`src/rtl/conv_pkg.sv`:
```
// Layer table shared by the convolution output path and Conv_Control:
// layer-state codes, plane sizes, derived last addresses, loop/filter counts.
package conv_pkg;

   localparam int STATE_W  = 4;
   localparam int ADDR_W   = 13;
   localparam int LOOP_W   = 3;
   localparam int FILTER_W = 5;

   localparam logic [STATE_W-1:0] CONV1_1 = 4'd2;
   localparam logic [STATE_W-1:0] CONV1_2 = 4'd3;
   localparam logic [STATE_W-1:0] CONV2_1 = 4'd5;
   localparam logic [STATE_W-1:0] CONV2_2 = 4'd6;
   localparam logic [STATE_W-1:0] CONV3_1 = 4'd8;
   localparam logic [STATE_W-1:0] CONV3_2 = 4'd9;

   localparam int CONV1_1_SIZE = 82;
   localparam int CONV1_2_SIZE = 80;
   localparam int CONV2_1_SIZE = 38;
   localparam int CONV2_2_SIZE = 36;
   localparam int CONV3_1_SIZE = 16;
   localparam int CONV3_2_SIZE = 14;

   // Last addresses are elaboration-time constants so no multiplier is built.
   localparam logic [ADDR_W-1:0] CONV1_1_LAST = ADDR_W'(CONV1_1_SIZE * CONV1_1_SIZE - 1);
   localparam logic [ADDR_W-1:0] CONV1_2_LAST = ADDR_W'(CONV1_2_SIZE * CONV1_2_SIZE - 1);
   localparam logic [ADDR_W-1:0] CONV2_1_LAST = ADDR_W'(CONV2_1_SIZE * CONV2_1_SIZE - 1);
   localparam logic [ADDR_W-1:0] CONV2_2_LAST = ADDR_W'(CONV2_2_SIZE * CONV2_2_SIZE - 1);
   localparam logic [ADDR_W-1:0] CONV3_1_LAST = ADDR_W'(CONV3_1_SIZE * CONV3_1_SIZE - 1);
   localparam logic [ADDR_W-1:0] CONV3_2_LAST = ADDR_W'(CONV3_2_SIZE * CONV3_2_SIZE - 1);

   localparam int CONV1_1_LOOPS = 1;
   localparam int CONV1_2_LOOPS = 2;
   localparam int CONV2_1_LOOPS = 2;
   localparam int CONV2_2_LOOPS = 4;
   localparam int CONV3_1_LOOPS = 4;
   localparam int CONV3_2_LOOPS = 4;

   localparam int CONV1_1_FILTERS = 6;
   localparam int CONV1_2_FILTERS = 6;
   localparam int CONV2_1_FILTERS = 16;
   localparam int CONV2_2_FILTERS = 16;
   localparam int CONV3_1_FILTERS = 16;
   localparam int CONV3_2_FILTERS = 16;

   typedef enum logic [1:0] {
      GEN_IDLE,
      GEN_RUN,
      GEN_DONE
   } gen_state_t;

   typedef struct packed {
      logic                is_conv;
      logic [ADDR_W-1:0]   last_addr;
      logic [LOOP_W-1:0]   last_loop;
      logic [FILTER_W-1:0] last_filter;
   } layer_cfg_t;

   function automatic layer_cfg_t layer_lookup(input logic [STATE_W-1:0] st);
      layer_cfg_t cfg;
      cfg = '0;
      case (st)
         CONV1_1: cfg = '{1'b1, CONV1_1_LAST, LOOP_W'(CONV1_1_LOOPS - 1), FILTER_W'(CONV1_1_FILTERS - 1)};
         CONV1_2: cfg = '{1'b1, CONV1_2_LAST, LOOP_W'(CONV1_2_LOOPS - 1), FILTER_W'(CONV1_2_FILTERS - 1)};
         CONV2_1: cfg = '{1'b1, CONV2_1_LAST, LOOP_W'(CONV2_1_LOOPS - 1), FILTER_W'(CONV2_1_FILTERS - 1)};
         CONV2_2: cfg = '{1'b1, CONV2_2_LAST, LOOP_W'(CONV2_2_LOOPS - 1), FILTER_W'(CONV2_2_FILTERS - 1)};
         CONV3_1: cfg = '{1'b1, CONV3_1_LAST, LOOP_W'(CONV3_1_LOOPS - 1), FILTER_W'(CONV3_1_FILTERS - 1)};
         CONV3_2: cfg = '{1'b1, CONV3_2_LAST, LOOP_W'(CONV3_2_LOOPS - 1), FILTER_W'(CONV3_2_FILTERS - 1)};
         default: cfg = '0;
      endcase
      return cfg;
   endfunction

endpackage

```
`src/rtl/conv_out_addr_gen_if.sv`:
```
// Partial-sum stream in, output-buffer write bus out. out_ready/ps_ready
// only exist when CONV_ADDR_BACKPRESSURE_EN is defined.
interface conv_out_if #(
   parameter int DATA_WIDTH        = 16,
   parameter int ADDRESS_DATAWIDTH = 13
);

   logic                         ps_valid;
   logic [DATA_WIDTH-1:0]        ps_data;
`ifdef CONV_ADDR_BACKPRESSURE_EN
   logic                         out_ready;
   logic                         ps_ready;
`endif
   logic [ADDRESS_DATAWIDTH-1:0] Out_Address;
   logic                         wr_en;
   logic [DATA_WIDTH-1:0]        wr_data;
   logic                         acc_en;
   logic                         plane_end;
   logic                         layer_done;

   // The address generator is the slave of the partial-sum stream.
   modport slave (
      input  ps_valid,
      input  ps_data,
`ifdef CONV_ADDR_BACKPRESSURE_EN
      input  out_ready,
      output ps_ready,
`endif
      output Out_Address,
      output wr_en,
      output wr_data,
      output acc_en,
      output plane_end,
      output layer_done
   );

   modport master (
      output ps_valid,
      output ps_data,
`ifdef CONV_ADDR_BACKPRESSURE_EN
      output out_ready,
      input  ps_ready,
`endif
      input  Out_Address,
      input  wr_en,
      input  wr_data,
      input  acc_en,
      input  plane_end,
      input  layer_done
   );

endinterface

```
`src/rtl/conv_out_addr_gen_plane_counter.sv`:
```
// Output-plane address counter: clear, count enable and wrap at a
// runtime-selected terminal value.
module plane_counter #(
   parameter int WIDTH = 13
) (
   input  logic             clk,
   input  logic             reset,
   input  logic             clear,
   input  logic             enable,
   input  logic [WIDTH-1:0] last_value,
   output logic [WIDTH-1:0] count,
   output logic             at_last
);

   assign at_last = (count == last_value);

   always_ff @(posedge clk) begin
      if (!reset) begin
         count <= '0;
      end else if (clear) begin
         count <= '0;
      end else if (enable) begin
         count <= at_last ? '0 : count + WIDTH'(1);
      end
   end

endmodule

```
`src/rtl/conv_out_addr_gen.sv`:
```
// Output-address generator for the conv output feature-map buffer.
// Define CONV_ADDR_BACKPRESSURE_EN to add out_ready/ps_ready flow control.
module conv_out_addr_gen
   import conv_pkg::*;
#(
   parameter int DATA_WIDTH        = 16,
   parameter int STATE_DATAWIDTH   = 4,
   parameter int ADDRESS_DATAWIDTH = 13,
   parameter int LOOP_DATAWIDTH    = 3,
   parameter int FILTER_DATAWIDTH  = 5
) (
   input  logic                        clk,
   input  logic                        reset,
   input  logic [STATE_DATAWIDTH-1:0]  state,
   conv_out_if.slave                   bus,
   output logic [LOOP_DATAWIDTH-1:0]   loop_cnt,
   output logic [FILTER_DATAWIDTH-1:0] filter_cnt,
   output logic                        err_overrun
);

   layer_cfg_t                   cfg;
   logic [ADDRESS_DATAWIDTH-1:0] last_addr;
   logic [STATE_DATAWIDTH-1:0]   state_q;
   logic                         state_changed;
   gen_state_t                   gen_q;
   gen_state_t                   gen_d;
   logic                         word_ok;
   logic                         accept;
   logic                         clear_cnt;
   logic [ADDRESS_DATAWIDTH-1:0] addr;
   logic                         at_last;
   logic                         last_loop;
   logic                         last_filter;
   logic                         layer_end;

   logic [ADDRESS_DATAWIDTH-1:0] out_address_q;
   logic                         wr_en_q;
   logic [DATA_WIDTH-1:0]        wr_data_q;
   logic                         acc_en_q;
   logic                         plane_end_q;
   logic                         layer_done_q;

   assign cfg           = layer_lookup(STATE_W'(state));
   assign last_addr     = ADDRESS_DATAWIDTH'(cfg.last_addr);
   assign state_changed = (state != state_q);
   assign last_loop     = (loop_cnt == LOOP_DATAWIDTH'(cfg.last_loop));
   assign last_filter   = (filter_cnt == FILTER_DATAWIDTH'(cfg.last_filter));
   assign layer_end     = at_last && last_loop && last_filter;

`ifdef CONV_ADDR_BACKPRESSURE_EN
   assign word_ok      = bus.ps_valid && bus.out_ready;
   assign bus.ps_ready = bus.out_ready && (gen_q == GEN_RUN);
`else
   assign word_ok = bus.ps_valid;
`endif

   // state_q resets to an IDLE code so a conv state present at reset release
   // is seen as a fresh layer.
   always_ff @(posedge clk) begin
      if (!reset) begin
         gen_q   <= GEN_IDLE;
         state_q <= '0;
      end else begin
         gen_q   <= gen_d;
         state_q <= state;
      end
   end

   // A layer-state change always wins: counters restart and any word offered
   // in the same cycle is dropped.
   always_comb begin
      gen_d     = gen_q;
      accept    = 1'b0;
      clear_cnt = 1'b0;
      if (state_changed) begin
         clear_cnt = 1'b1;
         gen_d     = cfg.is_conv ? GEN_RUN : GEN_IDLE;
      end else begin
         case (gen_q)
            GEN_IDLE: gen_d = GEN_IDLE;
            GEN_RUN: begin
               accept = word_ok;
               if (word_ok && layer_end) begin
                  gen_d = GEN_DONE;
               end
            end
            GEN_DONE: gen_d = GEN_DONE;
            default:  gen_d = GEN_IDLE;
         endcase
      end
   end

   plane_counter #(
      .WIDTH (ADDRESS_DATAWIDTH)
   ) u_plane_counter (
      .clk        (clk),
      .reset      (reset),
      .clear      (clear_cnt),
      .enable     (accept),
      .last_value (last_addr),
      .count      (addr),
      .at_last    (at_last)
   );

   // Loop index advances on every plane wrap; filter index on the last loop.
   always_ff @(posedge clk) begin
      if (!reset) begin
         loop_cnt   <= '0;
         filter_cnt <= '0;
      end else if (clear_cnt) begin
         loop_cnt   <= '0;
         filter_cnt <= '0;
      end else if (accept && at_last) begin
         if (last_loop) begin
            loop_cnt   <= '0;
            filter_cnt <= last_filter ? '0 : filter_cnt + FILTER_DATAWIDTH'(1);
         end else begin
            loop_cnt <= loop_cnt + LOOP_DATAWIDTH'(1);
         end
      end
   end

   // Write-side registers hold their last value between accepted words.
   always_ff @(posedge clk) begin
      if (!reset) begin
         out_address_q <= '0;
         wr_en_q       <= 1'b0;
         wr_data_q     <= '0;
         acc_en_q      <= 1'b0;
         plane_end_q   <= 1'b0;
         layer_done_q  <= 1'b0;
         err_overrun   <= 1'b0;
      end else begin
         wr_en_q      <= accept;
         plane_end_q  <= accept && at_last;
         layer_done_q <= accept && layer_end;
         if (accept) begin
            out_address_q <= addr;
            wr_data_q     <= bus.ps_data;
            acc_en_q      <= (loop_cnt != '0);
         end
         if ((gen_q == GEN_DONE) && !state_changed && bus.ps_valid) begin
            err_overrun <= 1'b1;
         end
      end
   end

   assign bus.Out_Address = out_address_q;
   assign bus.wr_en       = wr_en_q;
   assign bus.wr_data     = wr_data_q;
   assign bus.acc_en      = acc_en_q;
   assign bus.plane_end   = plane_end_q;
   assign bus.layer_done  = layer_done_q;

endmodule

```
`src/flat_wrapper.sv`:
```
// flat-port wrapper written by rule: the top's interface ports become plain ports
module conv_out_addr_gen_flat import conv_pkg::*;
#(
   parameter int DATA_WIDTH        = 16,
   parameter int STATE_DATAWIDTH   = 4,
   parameter int ADDRESS_DATAWIDTH = 13,
   parameter int LOOP_DATAWIDTH    = 3,
   parameter int FILTER_DATAWIDTH  = 5
)
  (clk, reset, state, loop_cnt, filter_cnt, err_overrun, bus_ps_valid, bus_ps_data, bus_Out_Address, bus_wr_en, bus_wr_data, bus_acc_en, bus_plane_end, bus_layer_done);
  conv_out_if #(.DATA_WIDTH(DATA_WIDTH), .ADDRESS_DATAWIDTH(ADDRESS_DATAWIDTH)) bus_i ();
  input  logic clk;
  input  logic reset;
  input  logic [STATE_DATAWIDTH-1:0] state;
  output logic [LOOP_DATAWIDTH-1:0] loop_cnt;
  output logic [FILTER_DATAWIDTH-1:0] filter_cnt;
  output logic err_overrun;
  input wire logic [$bits(bus_i.ps_valid)-1:0] bus_ps_valid;
  input wire logic [$bits(bus_i.ps_data)-1:0] bus_ps_data;
  output wire logic [$bits(bus_i.Out_Address)-1:0] bus_Out_Address;
  output wire logic [$bits(bus_i.wr_en)-1:0] bus_wr_en;
  output wire logic [$bits(bus_i.wr_data)-1:0] bus_wr_data;
  output wire logic [$bits(bus_i.acc_en)-1:0] bus_acc_en;
  output wire logic [$bits(bus_i.plane_end)-1:0] bus_plane_end;
  output wire logic [$bits(bus_i.layer_done)-1:0] bus_layer_done;
  assign bus_i.ps_valid = bus_ps_valid;
  assign bus_i.ps_data = bus_ps_data;
  assign bus_Out_Address = bus_i.Out_Address;
  assign bus_wr_en = bus_i.wr_en;
  assign bus_wr_data = bus_i.wr_data;
  assign bus_acc_en = bus_i.acc_en;
  assign bus_plane_end = bus_i.plane_end;
  assign bus_layer_done = bus_i.layer_done;
  conv_out_addr_gen #(.DATA_WIDTH(DATA_WIDTH), .STATE_DATAWIDTH(STATE_DATAWIDTH), .ADDRESS_DATAWIDTH(ADDRESS_DATAWIDTH), .LOOP_DATAWIDTH(LOOP_DATAWIDTH), .FILTER_DATAWIDTH(FILTER_DATAWIDTH)) u_core (.clk(clk), .reset(reset), .state(state), .bus(bus_i), .loop_cnt(loop_cnt), .filter_cnt(filter_cnt), .err_overrun(err_overrun));
endmodule
```
`config.mk`:
```
export PLATFORM = sky130hd
export DESIGN_NAME = conv_out_addr_gen_flat
export DESIGN_NICKNAME = d
export VERILOG_FILES = /design/src/rtl/conv_pkg.sv /design/src/rtl/conv_out_addr_gen_if.sv /design/src/rtl/conv_out_addr_gen_plane_counter.sv /design/src/rtl/conv_out_addr_gen.sv /design/src/flat_wrapper.sv
export SDC_FILE = /design/constraint.sdc
export NUM_CORES = 1
export LEC_CHECK = 0
export CAP_MARGIN = 20
export CORE_MARGIN = 2
export CORE_UTILIZATION = 45
export DETAILED_ROUTE_END_ITERATION = 8
export DONT_BUFFER_PORTS = 1
export SYNTH_ARGS = -nofsm -noshare
export SYNTH_HDL_FRONTEND = slang
export SYNTH_SLANG_ARGS = --single-unit
```
`constraint.sdc`:
```
create_clock -name clk -period 3.2 [get_ports clk]
set_input_delay 0.8 -clock clk [delete_from_list [all_inputs] [get_ports clk]]
set_output_delay 0.8 -clock clk [all_outputs]
set_load 0.005 [all_outputs]
```
==> results by group <==
Status
  • Status: finished, final reports clean

STA
  • Slew @ Worst Pin: 668 ps
  • Hold_ws: ~480 ps
  • Fin crit share: between 70% and 80%
  • # setup viols final: 0
  • Final setup TNS: 0 ps
  • Clock Skews: slightly below 8 ps
  • Fin. Hold Viols: 0
  • Setup ws final: between 600 and 700 ps
  • Unrepaired setup endpoints after global routing: no
  • Slew headroom: a little under three fifths
  • FMAX: roughly 0.4 GHz
  • Crit path time final: 2510 ps
  • Final slew viol count: 0

Finish
  • Filler instances: 672
  • Area grow syn2layout: 6.84%
  • Ant diodes: 0
  • Layout Utilization: 49.5%
  • Layout cell share with drive strength beyond 1: 7.67%
  • Nets: between 400 and 500

Synth
  • Largest family of logic cells by synthesized area: simple AND/OR/NAND/NOR gates
  • EDFF count, synth: 0
  • Largest cells by area after synthesis: dfxtp_1 (39%), nand2_1 (11%), a21boi_0 (7.2%)
  • Xor and xnor area share after synthesis: roughly 5.3%
  • Post-synthesis cell area: 3130 sq um
  • Synthesized instance count: 385
  • Adder-cell share of the synthesized area: 2.40%
  • Compound-Gate Fraction of Synth Area: a little under a fifth
  • Synthesized net count: approximately 410
  • Cell variety after synth: 64
  • Largest area contributor in the netlist: dfxtp_1
  • Fraction of the mapped netlist area in simple logic gates: 27.4%
  • Synth Area per Inst: 8.12 sq um
  • Top cell type's share of synthesized area: approximately two fifths
  • Main synth FF type: dfxtp_1
  • Synth warn: 0
  • Count of state elements after synthesis: between 60 and 70
  • Post-synthesis sequential area ratio: 39.0%
  • Mux share of post-synthesis cell area: 1.28%
  • Synth async-reset ratio: 0%

Routing
  • Via count: between 2000 and 3000
  • # DRC: 0
  • First DRT Iteration DRCs: 140
  • Routed WL per cell: 15.1 um
  • Final WL: 6910 um
  • Vias per std cell: about 5.6
  • DRT Pass-1 Iters: 4
  • Final ANT Viol Nets: 0

Setup path
  • CP arrival: approximately 2700 ps
  • Reg-to-Reg End: u_core.filter_cnt[1]
  • Setup crit start: state[2]
  • Worst Path Max Fanout: 23
  • Type of the worst setup path: in2reg
  • Reg2Reg Setup Slack: 880 ps
  • Crit path capture type: register
  • Worst Reg-to-Reg Cells: 7
  • Crit path capture: u_core.filter_cnt[1]
  • Reg2reg start: u_core.u_plane_counter.count[0]
  • WP data required: 3410 ps
  • Worst setup SP type: input pin

Floorplanning
  • Initial Utilization: around 46%
  • Die Area: between 7000 and 8000 sq um
  • Cell Rows: 30
  • Core ar.: about 6800 sq um
  • I/O pins: 65
  • Die height: slightly below 90 um
  • Die Wd: 87.4 um

Power and ir drop
  • Pwr dens: 489 nW/um^2
  • P_leak: between 1 and 1.5 nW
  • VDD IR max: 0.000360 V

Global routing
  • Vias in the first global route: 2270
  • Largest net degree at the start of global routing: 40
  • Initial antenna violation count: 0
  • First-pass GRT wire length: 11200 um
  • GRT overflow: 0
  • Tot GR Track Use: between 10% and 20%

Clocking
  • CTS resizes: 0
  • Root Driver: clkbuf_8
  • CTS Sinks: 61
  • Hold Buf Count CTS: 0
  • Clk pin slew, worst setup/hold paths: 70 ps
  • Clock buffer depth: 2
  • Worst-Skew Late Latency: 340 ps
  • Num CTS Buffers: 9
  • CTS H-Tree Depth: 3
  • TritonCTS clock tree: done
  • Post-CTS Setup Inserts: 0

Placed design
  • Hpwl dp: 4790 um
  • Port Buffer Count: 0
  • Placer Congestion: 0.847
  • Pre-CTS setup slack: 352 ps

Job
  • Max-Cap Viols: 0

Worst hold path
  • Hold wc startpoint: u_core.bus.Out_Address[10]
  • Min-Delay Path Class: reg2reg
[flip-flops by register name (all words and copies together) (netlist names), 2 cells and up]
signal                        count
u_core.loop_cnt                   3
u_core.u_plane_counter.count     13
u_core.bus.Out_Address           13
u_core.gen_q                      2
u_core.filter_cnt                 5
u_core.state_q                    4
u_core.bus.wr_data               16
[layout make-up]
cell class	count	area, sq um	area share, %
Multi-Input combinational cell	289	1730	51.9
Inverter	7	26.3	0.786
Sequential cell	61	1220	36.5
Clock inverter	5	82.6	2.47
Timing Repair Buffer	5	37.5	1.12
Clock buffer	11	141	4.23
Tap cell	80	100	3.00
[cells in the mapped netlist (all sizes together), types with 2 or more instances]
cell type and n:
dfxtp 61, clkbuf 14, a32o 2, o31ai 5, o221ai 2, nor2 26
nor3 8, nor3b 4, nand2b 2, a21oi 8, o21ai 14, nand2 89
xor2 14, and2 12, xnor2 5, nand3 8, or3 6, mux2i 4
inv 7, buf 14, a21boi 31, a31oi 2, ha 6, o2111ai 2
and3 5, nor4 4, nor2b 4, or2 2, nand3b 3
[worst min-delay path by stage]
stage	cells past startpoint	slack, ps	endpoint
after detailed placement	2	480	u_core.bus.wr_data[7]
after global placement	2	470	u_core.bus.Out_Address[5]
after global routing	2	500	u_core.bus.Out_Address[8]
final	2	480	u_core.bus.Out_Address[10]
after floorplan	2	460	u_core.bus.Out_Address[10]
after CTS	2	490	u_core.bus.wr_data[7]
[stage by stage]
step           instance area, sq um  instances  total power, mW
6_report                       3340        458             1.63
3_3_place_gp                   3120        442            0.875
2_1_floorplan                  3130        385            0.879
3_5_place_dp                   3120        442            0.876
5_1_grt                        3340        458             1.70
4_1_cts                        3340        458             1.66
[kinds of logic after synthesis]
logic type,count (synthesis)
AND/OR/NAND/NOR,179
AO/OA/AOI/OAI,81
flip-flops,61
buffers and inverters,35
XOR/XNOR,19
adder cells (fa/ha/maj),6
multiplexers,4
[cells in the final DEF (no fill, tap or decap), drive strengths merged, types with 2 or more instances in the layout]
cell     instances
inv              8
mux2i            4
o2111ai          2
and3             5
or2              2
o21ai           14
clkinv           2
or3              6
nor2            26
nor4             4
xnor2            5
o31ai            5
a21boi          31
a32o             2
nor2b            4
o221ai           2
nand2b           2
nand2           89
nand3b           3
clkbuf          11
and2            12
a21oi            8
dfxtp           61
nor3             8
nand3            8
xor2            14
bufinv           2
a31oi            2
buf              5
nor3b            4
ha               6
[critical path: stages]
cell and delay [ps]:
or3_1 380, a311o_1 320, o221ai_1 110, o221ai_2 180, or2_1 350, or3_1 430, mux2i_1 140
[report_power, final]
| group | total (mW) | switching [mW] | internal (mW) |
|---|---|---|---|
| Sequential | 0.766 | 0.00256 | 0.764 |
| Combinational | 0.0915 | 0.0502 | 0.0413 |
| Clock | 0.777 | 0.314 | 0.463 |
[metal layers]
metal  up-vias  wire length, um  global-route usage, %
met1      1196             3280                   24.6
li1       1290                -                      -
met2        52             3110                   28.1
met5         -                0                      0
met4         0               83                   6.43
met3         6              435                   7.58
Note: power is estimated with default switching activity, not from simulation.
